**src/rtl/neuron_pkg.sv**
```systemverilog
// Shared Q-format constants, sequencer state type and the saturating shift
// also used by the activation stage.
package neuron_pkg;

    localparam int unsigned Q_DATA_W    = 16;
    localparam int unsigned Q_FRAC_BITS = 8;

    typedef enum logic [1:0] {
        S_IDLE,
        S_LOAD,
        S_MAC,
        S_DONE
    } state_e;

    // Arithmetic shift (floor) then clamp into a signed WIDTH-bit range.
    // Works on a 64-bit signed container; callers take the low WIDTH bits.
    function automatic logic signed [63:0] sat_shift(
        input logic signed [63:0] acc,
        input int unsigned        frac,
        input int unsigned        width
    );
        logic signed [63:0] sh;
        logic signed [63:0] hi;
        logic signed [63:0] lo;
        sh = acc >>> frac;
        hi = (64'sd1 <<< (width - 1)) - 64'sd1;
        lo = -(64'sd1 <<< (width - 1));
        if (sh > hi)      sat_shift = hi;
        else if (sh < lo) sat_shift = lo;
        else              sat_shift = sh;
    endfunction

endpackage

```
**src/rtl/neuron_rom_sequencer_if.sv**
```systemverilog
// ROM port plus input-sample and result valid/ready streams of one neuron.
interface neuron_rom_sequencer_if #(
    parameter int unsigned ADDR_W = 16,
    parameter int unsigned DATA_W = 16
);
    logic [ADDR_W-1:0] rom_addr;
    logic [DATA_W-1:0] rom_dout;
    logic              x_valid;
    logic [DATA_W-1:0] x_data;
    logic              x_ready;
    logic              y_valid;
    logic [DATA_W-1:0] y_data;
    logic              y_ready;

    modport master (
        output rom_addr, x_ready, y_valid, y_data,
        input  rom_dout, x_valid, x_data, y_ready
    );

    modport slave (
        input  rom_addr, x_ready, y_valid, y_data,
        output rom_dout, x_valid, x_data, y_ready
    );
endinterface

```
**src/rtl/neuron_mac.sv**
```systemverilog
// Signed DATA_W x DATA_W multiply feeding a sign-extended ACC_W accumulator.
module neuron_mac #(
    parameter int unsigned DATA_W = 16,
    parameter int unsigned ACC_W  = 40
) (
    input  logic                     clk,
    input  logic                     rst,
    input  logic                     clr,
    input  logic                     en,
    input  logic signed [DATA_W-1:0] a,
    input  logic signed [DATA_W-1:0] b,
    output logic signed [ACC_W-1:0]  acc
);
    logic signed [2*DATA_W-1:0] prod;
    logic signed [ACC_W-1:0]    acc_q;
    logic signed [ACC_W-1:0]    acc_d;

    assign prod = a * b;

    always_comb begin
        acc_d = acc_q;
        if (clr)
            acc_d = '0;
        else if (en)
            acc_d = acc_q + {{(ACC_W-2*DATA_W){prod[2*DATA_W-1]}}, prod};
    end

    always_ff @(posedge clk) begin
        if (rst) acc_q <= '0;
        else     acc_q <= acc_d;
    end

    assign acc = acc_q;
endmodule

```
**src/rtl/neuron_rom_sequencer.sv**
```systemverilog
// Walks a neuron's weight ROM, pairs each weight with one input sample and
// presents the saturated Q-format pre-activation on a valid/ready output.
module neuron_rom_sequencer
    import neuron_pkg::*;
#(
    parameter int unsigned ADDR_W    = 16,
    parameter int unsigned DATA_W    = Q_DATA_W,
    parameter int unsigned FRAC_BITS = Q_FRAC_BITS,
    parameter int unsigned N_INPUTS  = 10,
    parameter int unsigned BASE_ADDR = 1,
    parameter int unsigned ACC_W     = 40
) (
    input  logic                  clk,
    input  logic                  rst,
    input  logic                  start,
    output logic                  busy,
    neuron_rom_sequencer_if.master bus
);
    localparam int unsigned IDX_W = 9;

    state_e                   state_q, state_d;
    logic [IDX_W-1:0]         idx_q, idx_d;
    logic [ADDR_W-1:0]        rom_addr_q, rom_addr_d;
    logic                     mac_clr;
    logic                     mac_en;
    logic signed [ACC_W-1:0]  acc;
    logic signed [63:0]       sat_full;
    logic                     unused_sat_hi;

    always_comb begin
        state_d    = state_q;
        idx_d      = idx_q;
        rom_addr_d = rom_addr_q;
        mac_clr    = 1'b0;
        mac_en     = 1'b0;
        case (state_q)
            S_IDLE: begin
                if (start) begin
                    mac_clr    = 1'b1;
                    idx_d      = '0;
                    rom_addr_d = ADDR_W'(BASE_ADDR);
                    state_d    = S_LOAD;
                end
            end
            S_LOAD: state_d = S_MAC;
            S_MAC: begin
                // Address only advances on an accept, so stalls keep the weight valid.
                if (bus.x_valid) begin
                    mac_en = 1'b1;
                    if (idx_q == IDX_W'(N_INPUTS - 1)) begin
                        state_d = S_DONE;
                    end else begin
                        idx_d      = idx_q + IDX_W'(1);
                        rom_addr_d = rom_addr_q + ADDR_W'(1);
                        state_d    = S_LOAD;
                    end
                end
            end
            S_DONE: begin
                if (bus.y_ready) state_d = S_IDLE;
            end
            default: state_d = S_IDLE;
        endcase
    end

    always_ff @(posedge clk) begin
        if (rst) begin
            state_q    <= S_IDLE;
            idx_q      <= '0;
            rom_addr_q <= '0;
        end else begin
            state_q    <= state_d;
            idx_q      <= idx_d;
            rom_addr_q <= rom_addr_d;
        end
    end

    neuron_mac #(
        .DATA_W (DATA_W),
        .ACC_W  (ACC_W)
    ) u_mac (
        .clk (clk),
        .rst (rst),
        .clr (mac_clr),
        .en  (mac_en),
        .a   (bus.x_data),
        .b   (bus.rom_dout),
        .acc (acc)
    );

    // acc only moves in MAC, so the result is stable throughout DONE.
    assign sat_full      = sat_shift({{(64-ACC_W){acc[ACC_W-1]}}, acc}, FRAC_BITS, DATA_W);
    assign unused_sat_hi = ^sat_full[63:DATA_W];

    assign bus.rom_addr = rom_addr_q;
    assign bus.x_ready  = (state_q == S_MAC);
    assign bus.y_valid  = (state_q == S_DONE);
    assign bus.y_data   = sat_full[DATA_W-1:0];
    assign busy         = (state_q != S_IDLE);
endmodule

```
**src/flat_wrapper.sv**
```systemverilog
// flat-port wrapper written by rule: the top's interface ports become plain ports
module neuron_rom_sequencer_flat import neuron_pkg::*;
#(
    parameter int unsigned ADDR_W    = 16,
    parameter int unsigned DATA_W    = Q_DATA_W,
    parameter int unsigned FRAC_BITS = Q_FRAC_BITS,
    parameter int unsigned N_INPUTS  = 10,
    parameter int unsigned BASE_ADDR = 1,
    parameter int unsigned ACC_W     = 40
)
  (clk, rst, start, busy, bus_rom_addr, bus_x_ready, bus_y_valid, bus_y_data, bus_rom_dout, bus_x_valid, bus_x_data, bus_y_ready);
  neuron_rom_sequencer_if #(.ADDR_W(ADDR_W), .DATA_W(DATA_W)) bus_i ();
  input  logic clk;
  input  logic rst;
  input  logic start;
  output logic busy;
  output wire logic [$bits(bus_i.rom_addr)-1:0] bus_rom_addr;
  output wire logic [$bits(bus_i.x_ready)-1:0] bus_x_ready;
  output wire logic [$bits(bus_i.y_valid)-1:0] bus_y_valid;
  output wire logic [$bits(bus_i.y_data)-1:0] bus_y_data;
  input wire logic [$bits(bus_i.rom_dout)-1:0] bus_rom_dout;
  input wire logic [$bits(bus_i.x_valid)-1:0] bus_x_valid;
  input wire logic [$bits(bus_i.x_data)-1:0] bus_x_data;
  input wire logic [$bits(bus_i.y_ready)-1:0] bus_y_ready;
  assign bus_rom_addr = bus_i.rom_addr;
  assign bus_x_ready = bus_i.x_ready;
  assign bus_y_valid = bus_i.y_valid;
  assign bus_y_data = bus_i.y_data;
  assign bus_i.rom_dout = bus_rom_dout;
  assign bus_i.x_valid = bus_x_valid;
  assign bus_i.x_data = bus_x_data;
  assign bus_i.y_ready = bus_y_ready;
  neuron_rom_sequencer #(.ADDR_W(ADDR_W), .DATA_W(DATA_W), .FRAC_BITS(FRAC_BITS), .N_INPUTS(N_INPUTS), .BASE_ADDR(BASE_ADDR), .ACC_W(ACC_W)) u_core (.clk(clk), .rst(rst), .start(start), .busy(busy), .bus(bus_i));
endmodule
```
**config.mk**
```make
export PLATFORM = sky130hd
export DESIGN_NAME = neuron_rom_sequencer_flat
export DESIGN_NICKNAME = d
export VERILOG_FILES = /design/src/rtl/neuron_pkg.sv /design/src/rtl/neuron_rom_sequencer_if.sv /design/src/rtl/neuron_mac.sv /design/src/rtl/neuron_rom_sequencer.sv /design/src/flat_wrapper.sv
export SDC_FILE = /design/constraint.sdc
export NUM_CORES = 1
export LEC_CHECK = 0
export CORE_MARGIN = 2
export CORE_UTILIZATION = 25
export CTS_CLUSTER_SIZE = 28
export DETAILED_ROUTE_END_ITERATION = 10
export PLACE_DENSITY = 0.46
export REMOVE_ABC_BUFFERS = 1
export SETUP_SLACK_MARGIN = 0.05
export SLEW_MARGIN = 10
export SYNTH_ARGS = -nofsm -noshare
export SYNTH_HDL_FRONTEND = slang
export SYNTH_HIERARCHICAL = 1
export SYNTH_SLANG_ARGS = --single-unit
```
**constraint.sdc**
```tcl
create_clock -name clk -period 18.3 [get_ports clk]
set_clock_uncertainty 0.05 [all_clocks]
set_input_delay 4.575 -clock clk [delete_from_list [all_inputs] [get_ports clk]]
set_output_delay 4.575 -clock clk [all_outputs]
set_load 0.03 [all_outputs]
```
==> results.json <==
{
  "status": "finished, final reports clean",
  "cp_slowest_cell": "clkdlybuf4s50_1",
  "critPathMostFrequentCell": "fa_1",
  "maxCapViolations": 0,
  "firstDrtPassIters": 4,
  "syn_inst": 1718,
  "max_stage_delay_ps": 750,
  "gp_congestion": 0.813,
  "yosys_warnings": 6,
  "clkSlewWorstSetupHoldPaths_ps": 60,
  "std_cell_rows": 89,
  "worst_pin_slew_ps": 940,
  "tns_ps": 0,
  "design_area_um2": 16700,
  "critPathTopFamily": "adder cells",
  "drv_slew": 0,
  "reg2reg_from": "u_core/u_mac/acc[2]",
  "core_area_um2": 59000,
  "ys_types": 69,
  "grt_pass1_vias": 11800,
  "dieArea_um2": 61600,
  "synthArstFlopShare": 0,
  "cts_buffer_depth": 2,
  "cp-end-kind": "flop",
  "synth-seq-area-share": 0.0900,
  "avgRoutedWirePerCell_um": 15.2,
  "clk_latency_ps": 340,
  "period_minus_slack_ps": 13690,
  "synth_ff_type": "dfxtp_1",
  "holdBufCountCts": 0,
  "holdCritPathClass": "flop to flop",
  "min_to": "u_core/bus.rom_addr[15]",
  "worstSetupPathType": "input port to flop",
  "antenna_found_initial": 0,
  "ctsHtreeMaxLevel": 3,
  "drt_drc_violations_left": 0,
  "io_pins": 72,
  "dieWidth_um": 248,
  "overflow": 0,
  "final_cells": 2526,
  "diodes": 0,
  "reg2regPathDepth": 11,
  "syn_area_um2": 14900,
  "viasPerCell": 4.52,
  "yosys_register_bits": 67,
  "max_slew_margin": 0.373,
  "placed_cells": 2510,
  "postCtsResizedCells": 0,
  "syn_avg_cell_area_um2": 8.67,
  "cts_made_buffers": 9,
  "min_from": "u_core/bus.rom_addr[15]",
  "finalCritPeriodShare": 0.748,
  "worstPathRequired_ps": 18450,
  "cp_num_buf_inv": 5,
  "place_hpwl_mm": 32.4,
  "layout_commonest_cell": "inv_1",
  "vias": 11400,
  "rsz0062_at_grt": "false",
  "postPlaceCellArea_um2": 16400,
  "fp.dieH_um": 248,
  "setup_violations": 0,
  "postCtsSetupRepairBufs": 0,
  "cts.sinks": 67,
  "track_usage": 0.131,
  "path_max_fanout": 16,
  "fin_util": 0.282,
  "portBuffers": 71,
  "start_util": 0.252,
  "cts_tree": "built",
  "cp.arrival_ps": 13840,
  "drt-total-wl_mm": 38.5,
  "r2r_slack_ps": 15060,
  "grt_pass1_wl_mm": 64.1,
  "synth_edf_count": 0,
  "r2r_end": "u_core/u_mac/acc[39]",
  "grt_max_degree": 38,
  "drive_gt1_frac": 0.0188,
  "ctsRootBufferMaster": "clkbuf_16",
  "fmax_mhz": 73.0,
  "worstHoldPathCells": 2,
  "drt_iter0_drc": 478,
  "nNetsFinal": 2176,
  "ant_nets": 0,
  "syn_to_final_growth_pct": 11.8,
  "start_kind": "input port",
  "finalHoldViolCount": 0,
  "layout_common_cells": "340 x inv_1, 263 x fa_1, 159 x nand2_1"
}
[cell type report]
cell class | count | area, µm²
clock inverters | 5 | 38.8
clock buffers | 11 | 233
inverters | 340 | 1280
well taps | 773 | 967
repair buffers | 75 | 741
multi-input cells | 1255 | 12100
flip-flops and latches | 67 | 1340
fillers | 6319 | 42400
[state kept, by name (all words and copies together), names as in the netlist]
name / flops
u_core/state_q: 2
u_core/u_mac/acc: 40
u_core/idx_q: 9
u_core/bus.rom_addr: 16
[layer usage]
layer	vias to the layer above	part of all wire	GRT usage	wire length, µm
met5	-	0	0	0
met2	155	0.49	0.221	18800
met1	5703	0.47	0.181	18000
met4	0	0.010	0.0196	386
met3	20	0.034	0.0171	1300
li1	5530	-	-	-
[metrics by stage]
stage / setup slack [ps] / hold slack [ps]
after floorplan: 6220 / 402
after global placement: 4470 / 422
after detailed placement: 4250 / 419
after CTS: 4570 / 431
after global routing: 3840 / 467
final: 4610 / 428
[worst max-delay path by stage]
stage | from | endpoint | depth (start not counted)
3_3_place_gp | bus_x_data[4] | u_core/u_mac/acc[38] | 32
2_1_floorplan | bus_x_data[5] | u_core/u_mac/acc[36] | 32
3_5_place_dp | bus_x_data[5] | u_core/u_mac/acc[38] | 32
5_1_grt | bus_x_data[5] | u_core/u_mac/acc[38] | 32
6_report | bus_x_data[5] | u_core/u_mac/acc[38] | 32
4_1_cts | bus_x_data[5] | u_core/u_mac/acc[38] | 32
[worst reg2reg max path: cells and delay by family, from the launching register on]
family                   cells  cell delay [ps]
AND/OR/NAND/NOR              4              910
AO/OA/AOI/OAI                6             1520
flip-flops                   1              320
adder cells (fa/ha/maj)      1              360
[cells by family after synthesis]
kind of cell    after synthesis  synth area share
simple gates                502             0.172
compound gates              262             0.114
buf+inv                     396             0.102
fa+ha+maj                   391             0.461
flops                        67            0.0900
mux                          28            0.0189
xor+xnor                     72            0.0423
[cell usage after synthesis (all sizes together) (3+ instances only)]
master   instances  share of area
nand3           26         0.0087
o21a            11         0.0055
a21o            42          0.021
a31o             3         0.0018
nand2          159          0.040
o21bai           9         0.0045
and3            11         0.0046
or4             17         0.0088
and4             5         0.0031
inv            340          0.086
o21ai           48          0.016
buf              6         0.0034
a2111oi          3         0.0018
dfxtp           67          0.090
o211ai           3         0.0015
ha             128           0.11
fa             263           0.35
nor4             8         0.0044
and2           133          0.056
nor2            77          0.019
xor2            21          0.012
or2              3         0.0013
or3             10         0.0042
xnor2           51          0.030
a21oi           74          0.025
a211oi          16         0.0087
o31ai           18         0.0091
a31oi           12         0.0050
nand2b          11         0.0048
mux2i           27          0.018
nor2b            8         0.0034
nand4           15         0.0063
clkbuf          50          0.013
nor3            13         0.0044
Power is left out: the tool's default activity adds up to more than one toggle a clock period on the data nets, which glitch-free logic cannot reach.
